File: src/rtl/turbo_len_pkg.sv
// turbo_len_pkg
// Shared definitions for the turbo interleaver length/enable generator:
//   - default parameter values (ID_W_DEF, LEN_W_DEF, LANES_DEF)
//   - FSM state encoding
//   - clog2 helper and the default length table len_of_id()
// Optional build macro used by the files that import this package:
//   TURBO_LEN_PROG_EN - makes the length table writable through cfg_* ports.
package turbo_len_pkg;

  localparam int ID_W_DEF  = 6;
  localparam int LEN_W_DEF = 13;
  localparam int LANES_DEF = 16;

  typedef enum logic [1:0] {
    S_IDLE   = 2'd0,
    S_LOOKUP = 2'd1,
    S_RUN    = 2'd2,
    S_FIN    = 2'd3
  } state_t;

  function automatic int clog2(input int unsigned v);
    int r;
    r = 0;
    for (int i = 0; i < 32; i++) begin
      if ((64'd1 << i) < 64'(v)) r = i + 1;
    end
    return r;
  endfunction

  // Default table: 64 positions per step of link ID, 64..4096 for 6-bit IDs.
  function automatic int unsigned len_of_id(input int unsigned id);
    return 64 * (id + 1);
  endfunction

endpackage

File: src/rtl/turbo_len_tbl.sv
// turbo_len_tbl
// Link-ID to message-length table with a one-cycle registered read.
// Build macro: TURBO_LEN_PROG_EN - table becomes a register file loaded with
// the default contents on reset and writable via cfg_*; otherwise a constant ROM.
// Ports:
//   clk, rst            clock, synchronous active-high reset
//   rd_en, rd_addr      read request; rd_data updates on the next edge, else holds
//   rd_data             registered table entry
//   cfg_we/addr/len     table write port (TURBO_LEN_PROG_EN only)
module turbo_len_tbl
  import turbo_len_pkg::*;
#(
  parameter int ID_W  = ID_W_DEF,
  parameter int LEN_W = LEN_W_DEF
) (
  input  logic             clk,
  input  logic             rst,
  input  logic             rd_en,
  input  logic [ID_W-1:0]  rd_addr,
`ifdef TURBO_LEN_PROG_EN
  input  logic             cfg_we,
  input  logic [ID_W-1:0]  cfg_addr,
  input  logic [LEN_W-1:0] cfg_len,
`endif
  output logic [LEN_W-1:0] rd_data
);

  localparam int DEPTH = 2 ** ID_W;

`ifdef TURBO_LEN_PROG_EN
  logic [LEN_W-1:0] mem [DEPTH];

  // Read samples the array before any same-edge write lands, so a write
  // racing a read of the same entry yields the old contents.
  always_ff @(posedge clk) begin
    if (rst) begin
      for (int i = 0; i < DEPTH; i++) begin
        mem[i] <= LEN_W'(len_of_id(i));
      end
      rd_data <= '0;
    end else begin
      if (cfg_we) mem[cfg_addr] <= cfg_len;
      if (rd_en)  rd_data <= mem[rd_addr];
    end
  end
`else
  always_ff @(posedge clk) begin
    if (rst) begin
      rd_data <= '0;
    end else if (rd_en) begin
      rd_data <= LEN_W'(len_of_id(32'(rd_addr)));
    end
  end
`endif

endmodule

File: src/rtl/turbo_len_gen.sv
// turbo_len_gen
// Maps a link ID to a message length and streams a LANES-wide enable mask per
// beat until m_len positions are covered, with backpressure and busy/done.
// Build macro: TURBO_LEN_PROG_EN - exposes the cfg_* table write port.
// Ports:
//   clk, rst                 clock, synchronous active-high reset
//   id_enable, link_id       one-cycle frame request
//   en_ready                 downstream accepts current beat
//   enable, en_valid, en_last  beat mask / valid / final-beat flag
//   m_len                    length of current (or last) frame
//   busy, done, id_err       frame in progress / completion pulse / dropped request
//   cfg_we, cfg_addr, cfg_len  table write (TURBO_LEN_PROG_EN only)
// All outputs are registered.
//
// state  | meaning
// IDLE   | waiting for id_enable; table read issued on request
// LOOKUP | table entry available; load m_len, beat count and first beat
// RUN    | presenting beats; advance on en_valid & en_ready
// FIN    | done pulse, then back to IDLE
module turbo_len_gen
  import turbo_len_pkg::*;
#(
  parameter int ID_W  = ID_W_DEF,
  parameter int LEN_W = LEN_W_DEF,
  parameter int LANES = LANES_DEF
) (
  input  logic             clk,
  input  logic             rst,
  input  logic             id_enable,
  input  logic [ID_W-1:0]  link_id,
  input  logic             en_ready,
`ifdef TURBO_LEN_PROG_EN
  input  logic             cfg_we,
  input  logic [ID_W-1:0]  cfg_addr,
  input  logic [LEN_W-1:0] cfg_len,
`endif
  output logic [LANES-1:0] enable,
  output logic             en_valid,
  output logic             en_last,
  output logic [LEN_W-1:0] m_len,
  output logic             busy,
  output logic             done,
  output logic             id_err
);

  localparam int LB    = clog2(LANES);
  localparam int CNT_W = LEN_W - LB + 1;

  state_t           state, state_d;
  logic [CNT_W-1:0] cnt, cnt_d, beats_new;
  logic [LANES-1:0] tail_q, tail_d, tail_new, enable_d;
  logic [LEN_W-1:0] tbl_q, rem_new, m_len_d;
  logic [LEN_W:0]   len_round;
  logic             tbl_rd;
  logic             en_valid_d, en_last_d, busy_d, done_d, id_err_d;
  logic             hs;

  assign tbl_rd = (state == S_IDLE) && id_enable;
  assign hs     = en_valid && en_ready;

  turbo_len_tbl #(.ID_W(ID_W), .LEN_W(LEN_W)) u_tbl (
    .clk     (clk),
    .rst     (rst),
    .rd_en   (tbl_rd),
    .rd_addr (link_id),
`ifdef TURBO_LEN_PROG_EN
    .cfg_we  (cfg_we),
    .cfg_addr(cfg_addr),
    .cfg_len (cfg_len),
`endif
    .rd_data (tbl_q)
  );

  // One extra bit so the round-up never wraps at m_len = 2**LEN_W-1.
  assign len_round = {1'b0, tbl_q} + (LEN_W+1)'(LANES - 1);
  assign beats_new = CNT_W'(len_round >> LB);
  assign rem_new   = tbl_q & LEN_W'(LANES - 1);

  // Mask used for the final beat: full when the length is a LANES multiple.
  always_comb begin
    tail_new = '0;
    for (int i = 0; i < LANES; i++) begin
      tail_new[i] = (rem_new == '0) || (LEN_W'(i) < rem_new);
    end
  end

  always_ff @(posedge clk) begin
    if (rst) state <= S_IDLE;
    else     state <= state_d;
  end

  always_comb begin
    state_d = state;
    case (state)
      S_IDLE:   if (id_enable) state_d = S_LOOKUP;
      S_LOOKUP: state_d = (tbl_q == '0) ? S_FIN : S_RUN;
      S_RUN:    if (hs && (cnt == CNT_W'(1))) state_d = S_FIN;
      S_FIN:    state_d = S_IDLE;
      default:  state_d = S_IDLE;
    endcase
  end

  // Next values of the registered outputs and datapath.
  always_comb begin
    cnt_d      = cnt;
    tail_d     = tail_q;
    m_len_d    = m_len;
    enable_d   = enable;
    en_last_d  = en_last;
    case (state)
      S_LOOKUP: begin
        m_len_d = tbl_q;
        tail_d  = tail_new;
        cnt_d   = beats_new;
        if (tbl_q == '0) begin
          enable_d  = '0;
          en_last_d = 1'b0;
        end else if (beats_new == CNT_W'(1)) begin
          enable_d  = tail_new;
          en_last_d = 1'b1;
        end else begin
          enable_d  = '1;
          en_last_d = 1'b0;
        end
      end
      S_RUN: begin
        if (hs) begin
          cnt_d = cnt - CNT_W'(1);
          if (cnt == CNT_W'(1)) begin
            enable_d  = '0;
            en_last_d = 1'b0;
          end else if (cnt == CNT_W'(2)) begin
            enable_d  = tail_q;
            en_last_d = 1'b1;
          end else begin
            enable_d  = '1;
            en_last_d = 1'b0;
          end
        end
      end
      default: begin
        enable_d  = '0;
        en_last_d = 1'b0;
      end
    endcase
    en_valid_d = (state_d == S_RUN);
    busy_d     = (state_d != S_IDLE);
    done_d     = (state_d == S_FIN);
    id_err_d   = id_enable && (state != S_IDLE);
  end

  always_ff @(posedge clk) begin
    if (rst) begin
      cnt      <= '0;
      tail_q   <= '0;
      m_len    <= '0;
      enable   <= '0;
      en_valid <= 1'b0;
      en_last  <= 1'b0;
      busy     <= 1'b0;
      done     <= 1'b0;
      id_err   <= 1'b0;
    end else begin
      cnt      <= cnt_d;
      tail_q   <= tail_d;
      m_len    <= m_len_d;
      enable   <= enable_d;
      en_valid <= en_valid_d;
      en_last  <= en_last_d;
      busy     <= busy_d;
      done     <= done_d;
      id_err   <= id_err_d;
    end
  end

endmodule

File: config.mk
export PLATFORM = sky130hd
export DESIGN_NAME = turbo_len_gen
export DESIGN_NICKNAME = d
export VERILOG_FILES = /design/src/rtl/turbo_len_pkg.sv /design/src/rtl/turbo_len_tbl.sv /design/src/rtl/turbo_len_gen.sv
export SDC_FILE = /design/constraint.sdc
export NUM_CORES = 1
export LEC_CHECK = 0
export ABC_AREA = 1
export CAP_MARGIN = 30
export CELL_PAD_IN_SITES_DETAIL_PLACEMENT = 0
export CELL_PAD_IN_SITES_GLOBAL_PLACEMENT = 1
export CORE_MARGIN = 2
export CORE_UTILIZATION = 51
export CTS_BUF_LIST = sky130_fd_sc_hd__clkbuf_16
export CTS_CLUSTER_SIZE = 16
export DETAILED_ROUTE_END_ITERATION = 8
export DONT_BUFFER_PORTS = 1
export PLACE_DENSITY_LB_ADDON = 0.1
export SLEW_MARGIN = 20
export SYNTH_ARGS = -nofsm -noshare
export SYNTH_HDL_FRONTEND = slang
export SYNTH_HIERARCHICAL = 1
export SYNTH_SLANG_ARGS = --single-unit
File: constraint.sdc
create_clock -name clk -period 4.94 [get_ports clk]
set_clock_uncertainty 0.05 [all_clocks]
set_input_delay 0.741 -clock clk [delete_from_list [all_inputs] [get_ports clk]]
set_output_delay 0.741 -clock clk [all_outputs]
set_load 0.1 [all_outputs]
==> impl_metrics.yaml, run 1 <==
final_layout:
  layout-drive-gt1-share_pct: 8.71
  final_cell_mix: "128 x nand2_1, 69 x dfxtp_1, 59 x o21ai_0"
  n_antenna_cell: 0
  utilization_pct: 56.3
  final_common_cell: "nand2_1"
  final_cells: 627
  num-nets-final: 540
  design_area_sq_mm: 0.00402
  area_growth_pct: 8.01
power:
  sequentialPowerShare_pct: 44.5
  internal_power_mw: 1.22
  finalPower_mw: 2.06
  pwr-share-clk_pct: 33.8
  ir_worst_vdd_v: 0.000223
  netSwitchingFraction_pct: 40.7
  power.density_mw_per_mm2: 513
  pwr-share-comb_pct: 21.7
  p_leak_nw: 1.78
  p_sw_uw: 837
timing:
  tightest_slew_ns: 0.976
  timing.final.ws_setup_ns: 2.44
  max_freq_ghz: 0.400
  finalSetupViolations: 0
  final_max_slew_viol_count: 0
  fin_crit_ns: 2.50
  rsz0062_at_grt: "no"
  hold_viol_final: 0
  finalSetupTns_ns: 0
  finalCritPeriodShare_pct: 50.6
  timing.hold.ws_ns: 0.404
  relSlewSlack_pct: 34.8
place:
  place.gp.congestion: 0.921
  dp_hpwl_microns: 5960
  dpl_cell_area_sq_mm: 0.00369
  port_buffers: 0
  place_inst: 611
  dp_slack_ns: 2.46
global_routing:
  grt_pass1_vias: 2953
  grt_antenna_before_repair: 0
  grt_pass1_wl_microns: 14300
  grt.total_usage_pct: 23.2
  gr-total-overflow: 0
  grt_max_degree: 51
clock_tree:
  clock-sinks: 69
  cts_resized: 0
  root_buffer: "clkbuf_16"
  clkTransAtPathRegs_ns: 0.06
  cts.path.max_buffers: 2
  cts_hold_buf: 0
  insertion_delay_ns: 0.33
  post-cts-setup-buffers: 0
  cts_tree: "done"
  cts_made_buffers: 9
  htreeDepth: 3
hold_path:
  min_path_cells: 2
  holdCritPathClass: "register to register"
routing:
  dr.pass1.iters: 4
  dr.first_iter.drc_count: 172
  via_per_inst: 5.25
  remaining_drc_errors: 0
  wl_per_cell_microns: 13.8
  via_count: 3290
  final_antenna_net_count: 0
  totalWireLength_microns: 8640
yosys:
  yosysWarnings: 6
  netlist-cell-type-count: 42
  syn_area_per_cell_sq_um: 6.92
  syn_area_sq_mm: 0.00372
  synthCells: 537
  synth_seq_cells: 69
  synth_top_flop_cell: "dfxtp_1"
  yosysSeqAreaShare_pct: 37.2
  async_flop_share_pct: 0
  synth-edff-count: 0
critical_path:
  crit_arrival_ns: 2.72
  endpoint_kind: "register"
  worst-setup-path-type: "register to register"
  startpoint_type: "register"
  crit_required_ns: 5.16
  regToRegSetupSlack_ns: 2.44
  rr_worst_depth: 8
  crit_fanout: 19
job:
  drv_cap: 0
die:
  num_rows: 31
  core_sq_mm: 0.00714
  die_height_microns: 89.4
  ioPinCount: 44
  start_util_pct: 52.1
  fp.dieArea_sq_mm: 0.00799
  dieWidth_microns: 89.4
status:
  outcome: "finished clean"
## state kept, by name (all words and copies together), names as in the netlist
register       count
state              2
id_err             1
busy               1
en_valid           1
en_last            1
tail_q            16
m_len             13
done               1
enable            16
u_tbl/rd_data      7
cnt               10
## path summary, 6_finish.rpt
path,start,to
worst max register to register,en_valid$_SDFF_PP0_,cnt[5]$_SDFFE_PP0P_
worst min register to register,tail_q[11]$_SDFFE_PP0P_,tail_q[11]$_SDFFE_PP0P_
worst min-delay path,tail_q[11]$_SDFFE_PP0P_,tail_q[11]$_SDFFE_PP0P_
worst max-delay path,en_valid$_SDFF_PP0_,cnt[5]$_SDFFE_PP0P_
## logic make-up (layout without fill, tap and decap cells)
group / count (synthesis) / after routing / share of synthesized area, %
buffers and inverters: 90 / 76 / 10.7
other: 1 / 6 / 0.101
flip-flops: 69 / 69 / 37.2
XOR/XNOR: 7 / 7 / 1.65
AND/OR/NAND/NOR: 236 / 236 / 29.5
AO/OA/AOI/OAI: 127 / 127 / 18.5
adder cells (fa/ha/maj): 7 / 7 / 2.36
## Yosys cell counts (2+ instances only)
master,number,area share (%)
nor2_4,3,0.91
nand3_1,15,2.0
buf_6,4,1.2
o21ai_0,59,7.9
buf_2,3,0.40
buf_4,7,1.4
a21oi_2,2,0.47
nor3_1,6,0.81
a21oi_1,49,6.6
nand3_2,3,0.81
nand2_4,3,0.91
nand4_2,2,0.67
clkbuf_1,16,1.6
nor2_1,47,4.7
inv_2,4,0.40
nand2_1,128,13
o211ai_1,8,1.6
dfxtp_1,69,37
ha_1,7,2.4
nand4_1,16,2.7
xor2_1,5,1.2
nand2_2,3,0.50
nor2_2,4,0.67
xnor2_1,2,0.47
nor2_8,2,1.1
inv_1,54,5.5
## final cells by class
class / instances / area (sq um)
Clock buffer: 9 / 225
Clock inverter: 7 / 98.8
Multi-Input combinational cell: 383 / 1960
Timing Repair Buffer: 1 / 7.51
Tap cell: 99 / 124
Fill cell: 730 / 3120
Sequential cell: 69 / 1380
Inverter: 59 / 221
## power groups by stage
| stage | clock network (mW) | logic [mW] | registers [mW] |
|---|---|---|---|
| 3_5_place_dp | 0 | 0.435 | 0.926 |
| 5_1_grt | 0.734 | 0.510 | 0.929 |
| 6_report | 0.696 | 0.446 | 0.916 |
| 3_3_place_gp | 0 | 0.430 | 0.926 |
| 2_1_floorplan | 0 | 0.378 | 0.912 |
| 4_1_cts | 0.705 | 0.437 | 0.916 |
## critical path, stage by stage (launching register included)
cell,delay (ns)
dfxtp_1,0.95
nand2_1,0.16
nand2_1,0.11
inv_2,0.14
a21oi_2,0.32
inv_1,0.27
a31oi_1,0.19
o21ai_0,0.10
a21oi_1,0.14
## layer usage
| metal | vias up | wire [microns] | global-route usage, % |
|---|---|---|---|
| met2 | 70 | 4090 | 37.6 |
| met3 | 14 | 319 | 4.25 |
| met5 | - | 0 | 0 |
| met4 | 0 | 147 | 7.87 |
| li1 | 1718 | - | - |
| met1 | 1488 | 4080 | 31.1 |
Power figures use the tool's default switching activity.
==> run 2, diff against run 1 <==
- CORE_UTILIZATION: 51 -> 47
- clock period: 4.94 -> 2.5 ns (I/O delays scaled with it)
==> run 2 against run 1 <==
  * Setup slack lost 2.1 ns
  * Design area grew 6.0%
  * Clock power grew 84%
  * Cell count grew 6.1%
  * Sequential cell count is the same
  * Via count grew 4.7%
  * Non-clock buffer count grew 35
  * Critical path depth is the same
  * Sequential share of layout area shrank 2.0 points
  * Critical endpoint unchanged
  * Largest cell class unchanged
==> impl_metrics.yaml, run 2 (synthesis gave the netlist of run 1 again) <==
global_routing:
  grt_pass1_wl_microns: 15800
  grt_pass1_vias: 3371
  grt_antenna_before_repair: 0
  grt.total_usage_pct: 22.9
  gr-total-overflow: 0
  grt_max_degree: 51
timing:
  fin_crit_ns: 2.19
  finalCritPeriodShare_pct: 87.7
  finalSetupTns_ns: 0
  rsz0062_at_grt: "no"
  max_freq_ghz: 0.456
  tightest_slew_ns: 0.711
  finalSetupViolations: 0
  final_max_slew_viol_count: 0
  hold_viol_final: 0
  relSlewSlack_pct: 52.5
final_layout:
  n_antenna_cell: 0
  final_cell_mix: "128 x nand2_1, 69 x dfxtp_1, 59 x o21ai_0"
  layout-drive-gt1-share_pct: 14.6
  final_common_cell: "nand2_1"
  reg_top3: "enable x16, tail_q x16, m_len x13"
  num-nets-final: 575
  fill_cells: 800
  utilization_pct: 55.4
  area_growth_pct: 14.5
die:
  num_rows: 32
  ioPinCount: 44
  fp.dieArea_sq_mm: 0.00864
  die_height_microns: 92.9
  start_util_pct: 48.4
  core_sq_mm: 0.00769
  dieWidth_microns: 92.9
power:
  p_sw_mw: 1.68
  p_leak_nw: 1.95
  pwr-share-clk_pct: 31.4
  internal_power_mw: 2.39
  ir_worst_vdd_v: 0.000389
  netSwitchingFraction_pct: 41.3
  pwr-share-comb_pct: 35.6
  sequentialPowerShare_pct: 33.1
  power.density_mw_per_mm2: 955
hold_path:
  min_path_cells: 1
  hp-start: "rst"
  holdCritPathClass: "primary input to register"
  holdPathEnd: "en_last$_SDFFE_PP0P_"
clock_tree:
  cts_made_buffers: 9
  root_buffer: "clkbuf_16"
  clock-sinks: 69
  cts_hold_buf: 0
  cts_resized: 0
  clkTransAtPathRegs_ns: 0.06
  cts.path.max_buffers: 2
  htreeDepth: 3
  post-cts-setup-buffers: 0
  cts_tree: "done"
  insertion_delay_ns: 0.33
critical_path:
  rr_worst_depth: 8
  crit_required_ns: 2.71
  worst-setup-path-type: "register to register"
  crit_arrival_ns: 2.41
  regToRegSetupSlack_ns: 0.31
  crit_fanout: 14
  startpoint_type: "register"
  r2r-start: "state[0]$_SDFF_PP0_"
  endpoint_kind: "register"
  worstReg2RegEnd: "cnt[5]$_SDFFE_PP0P_"
place:
  port_buffers: 0
  place.gp.congestion: 0.797
  dp_hpwl_microns: 6350
job:
  drv_cap: 0
routing:
  totalWireLength_microns: 9070
  dr.first_iter.drc_count: 179
  remaining_drc_errors: 0
  wl_per_cell_microns: 13.6
  via_per_inst: 5.18
  final_antenna_net_count: 0
  via_count: 3446
  dr.pass1.iters: 5
status:
  outcome: "finished clean"
run 2: critical path, stage by stage, from the launching register on:
cell and delay, ns:
dfxtp_1 0.32, inv_1 0.10, ha_2 0.32, inv_1 0.25
a21oi_2 0.37, inv_1 0.26, a31oi_1 0.21, o21ai_0 0.11
a21oi_1 0.14
run 2: layout make-up:
cell class / count / area, sq um / area share (%)
Clock inverter: 7 / 72.6 / 1.70
Sequential cell: 69 / 1380 / 32.4
Clock buffer: 9 / 225 / 5.29
Inverter: 59 / 221 / 5.20
Timing Repair Buffer: 36 / 270 / 6.35
Tap cell: 102 / 128 / 3.00
Multi-Input combinational cell: 383 / 1960 / 46.0
run 2: metrics by stage:
stage / power, mW / setup slack, ns / area [sq um] / hold slack [ns] / cells
2_1_floorplan: 2.55 / 0.321 / 3740 / 0.385 / 542
3_3_place_gp: 2.77 / 0.350 / 3960 / 0.394 / 649
3_5_place_dp: 2.79 / 0.186 / 3960 / 0.394 / 649
4_1_cts: 4.07 / 0.167 / 4260 / 0.0457 / 665
5_1_grt: 4.30 / 0.0401 / 4260 / 0.0395 / 665
6_report: 4.06 / 0.307 / 4260 / 0.0554 / 665
run 2: how the worst max path moves through the flow:
stage | end | startpoint | cells after the start
final | cnt[5]$_SDFFE_PP0P_ | state[0]$_SDFF_PP0_ | 8
after global routing | cnt[5]$_SDFFE_PP0P_ | state[0]$_SDFF_PP0_ | 8
after detailed placement | cnt[5]$_SDFFE_PP0P_ | state[0]$_SDFF_PP0_ | 8
after CTS | cnt[5]$_SDFFE_PP0P_ | state[0]$_SDFF_PP0_ | 8
after global placement | cnt[5]$_SDFFE_PP0P_ | state[0]$_SDFF_PP0_ | 8
after floorplan | cnt[3]$_SDFFE_PP0P_ | en_valid$_SDFF_PP0_ | 9
run 2: per-layer routing:
layer	vias to the layer above	track usage [%]	share of wire, %
li1	1784	-	-
met1	1577	29.3	47
met2	71	37.6	47
met3	14	4.96	3.8
met4	0	8.70	1.8
met5	-	0	0
run 2: power groups by stage:
stage                     clock [mW]  combinational (mW)  sequential [mW]
final                           1.28                1.45             1.34
after global routing            1.35                1.59             1.36
after CTS                       1.30                1.43             1.34
after detailed placement           0                1.42             1.37
after global placement             0                1.41             1.36
after floorplan                    0               0.747             1.80
==> run 3, diff against run 2 <==
- CORE_ASPECT_RATIO: unset -> 1.4
==> run 3 against run 2 <==
  * Combinational power barely moved
  * Clock power decreased by 12%
  * Critical path depth unchanged
  * Sequential cell count stayed put
  * Register-to-register slack got worse by 0.02 ns
  * Non-clock buffer count unchanged
  * Total power is 3.7% lower
  * Critical endpoint unchanged
  * Largest power group unchanged
  * Highest routed layer unchanged
==> impl_metrics.yaml, run 3 (synthesis gave the netlist of run 1 again) <==
routing:
  dr.first_iter.drc_count: 237
  wl_per_cell_microns: 13.8
  final_antenna_net_count: 0
  dr_wl_met3_microns: 337
  met2_length_microns: 4720
  via_count: 3451
  dr.pass1.iters: 5
  wl_met1_microns: 3830
  via_per_inst: 5.21
  remaining_drc_errors: 0
  totalWireLength_microns: 9130
  route.top_layer_used: "met4"
critical_path:
  crit_arrival_ns: 2.43
  worst-setup-path-type: "register to register"
  crit_fanout: 14
  regToRegSetupSlack_ns: 0.29
  worstReg2RegEnd: "cnt[5]$_SDFFE_PP0P_"
  crit_required_ns: 2.72
  r2r-start: "state[0]$_SDFF_PP0_"
  startpoint_type: "register"
  rr_worst_depth: 8
  endpoint_kind: "register"
power:
  p_sw_mw: 1.65
  sequentialPowerShare_pct: 34.3
  internal_power_mw: 2.27
  p_leak_nw: 1.95
  netSwitchingFraction_pct: 42.0
  power.density_mw_per_mm2: 927
  finalPower_mw: 3.91
  pwr-share-comb_pct: 37.0
  pwr-share-clk_pct: 28.8
  ir_worst_vdd_v: 0.000407
global_routing:
  grt_max_degree: 51
  grt_pass1_vias: 3278
  grt_pass1_wl_microns: 15300
  gr-total-overflow: 0
  grt_antenna_before_repair: 0
  grt.total_usage_pct: 22.7
final_layout:
  final_common_cell: "nand2_1"
  final_cell_mix: "128 x nand2_1, 69 x dfxtp_1, 59 x o21ai_0"
  area_growth_pct: 13.6
  num-nets-final: 575
  n_antenna_cell: 0
  fill_cells: 826
  regArea_sq_mm: 0.00138
  reg_top3: "enable x16, tail_q x16, m_len x13"
  multi_input_area_sq_mm: 0.00196
  layout-drive-gt1-share_pct: 13.7
clock_tree:
  cts_resized: 0
  clock-sinks: 69
  cts_hold_buf: 0
  cts.path.max_buffers: 2
  root_buffer: "clkbuf_16"
  clkTransAtPathRegs_ns: 0.06
  cts_made_buffers: 9
  htreeDepth: 3
  post-cts-setup-buffers: 0
  cts_tree: "done"
  insertion_delay_ns: 0.34
place:
  dp_hpwl_microns: 6440
  place.gp.congestion: 0.817
  port_buffers: 0
timing:
  fin_crit_ns: 2.21
  finalCritPeriodShare_pct: 88.5
  hold_viol_final: 0
  final_max_slew_viol_count: 0
  rsz0062_at_grt: "no"
  finalSetupViolations: 0
  finalSetupTns_ns: 0
  max_freq_ghz: 0.452
  relSlewSlack_pct: 52.7
  tightest_slew_ns: 0.707
  timing.hold.ws_ns: 0.0553
hold_path:
  holdCritPathClass: "primary input to register"
  min_path_cells: 1
  hp-start: "rst"
  holdPathEnd: "cnt[7]$_SDFFE_PP0P_"
die:
  die_height_microns: 109
  num_rows: 38
  fp.dieArea_sq_mm: 0.00865
  dieWidth_microns: 79.2
  start_util_pct: 48.3
  core_sq_mm: 0.00770
  ioPinCount: 44
job:
  drv_cap: 0
status:
  outcome: "finished clean"
==> run 3: cell types whose count changed in the layout (fill, tap and decap cells not counted), sizes merged <==
cell / change
clkinvlp: -2
inv: -1
bufinv: -1
clkinv: +4
==> run 3: layout make-up <==
type / instances / area share [%]
Tap cell: 100 / 2.96
Sequential cell: 69 / 32.7
Clock buffer: 9 / 5.33
Multi-Input combinational cell: 383 / 46.5
Inverter: 59 / 5.25
Clock inverter: 7 / 0.800
Timing Repair Buffer: 36 / 6.40
==> run 3: critical path, stage by stage (launching register included) <==
cell and delay [ns]:
dfxtp_1 0.32, inv_1 0.10, ha_1 0.40, inv_1 0.31, a21oi_4 0.31, inv_1 0.23
a31oi_1 0.19, o21ai_0 0.10, a21oi_1 0.13
==> run 3: power by group through the flow <==
stage,logic [mW],clock network (mW),registers [mW]
2_1_floorplan,0.747,0,1.80
3_3_place_gp,1.42,0,1.36
3_5_place_dp,1.42,0,1.36
4_1_cts,1.43,1.14,1.34
5_1_grt,1.59,1.19,1.36
6_report,1.45,1.13,1.34
==> run 3: how the worst max path moves through the flow <==
| stage | endpoint | startpoint | cells past startpoint |
|---|---|---|---|
| floorplan | cnt[3]$_SDFFE_PP0P_ | en_valid$_SDFF_PP0_ | 9 |
| global placement | cnt[5]$_SDFFE_PP0P_ | state[0]$_SDFF_PP0_ | 8 |
| detailed placement | cnt[5]$_SDFFE_PP0P_ | state[0]$_SDFF_PP0_ | 8 |
| CTS | cnt[5]$_SDFFE_PP0P_ | state[0]$_SDFF_PP0_ | 8 |
| global route | cnt[3]$_SDFFE_PP0P_ | state[0]$_SDFF_PP0_ | 8 |
| finish | cnt[5]$_SDFFE_PP0P_ | state[0]$_SDFF_PP0_ | 8 |
==> run 3: per-layer routing <==
| metal | track usage [%] | vias up |
|---|---|---|
| met4 | 11.2 | 0 |
| met3 | 3.97 | 19 |
| li1 | - | 1782 |
| met2 | 40.7 | 69 |
| met5 | 0 | - |
| met1 | 25.6 | 1581 |
==> run 3: through the flow <==
stage	cell area (sq um)	utilization (%)	worst slack, ns	std cells
detailed placement	3960	51.3	0.230	647
global placement	3960	51.3	0.337	647
floorplan	3740	-	0.321	542
global route	4220	54.8	0.0583	663
finish	4220	54.8	0.288	663
CTS	4210	54.7	0.213	663
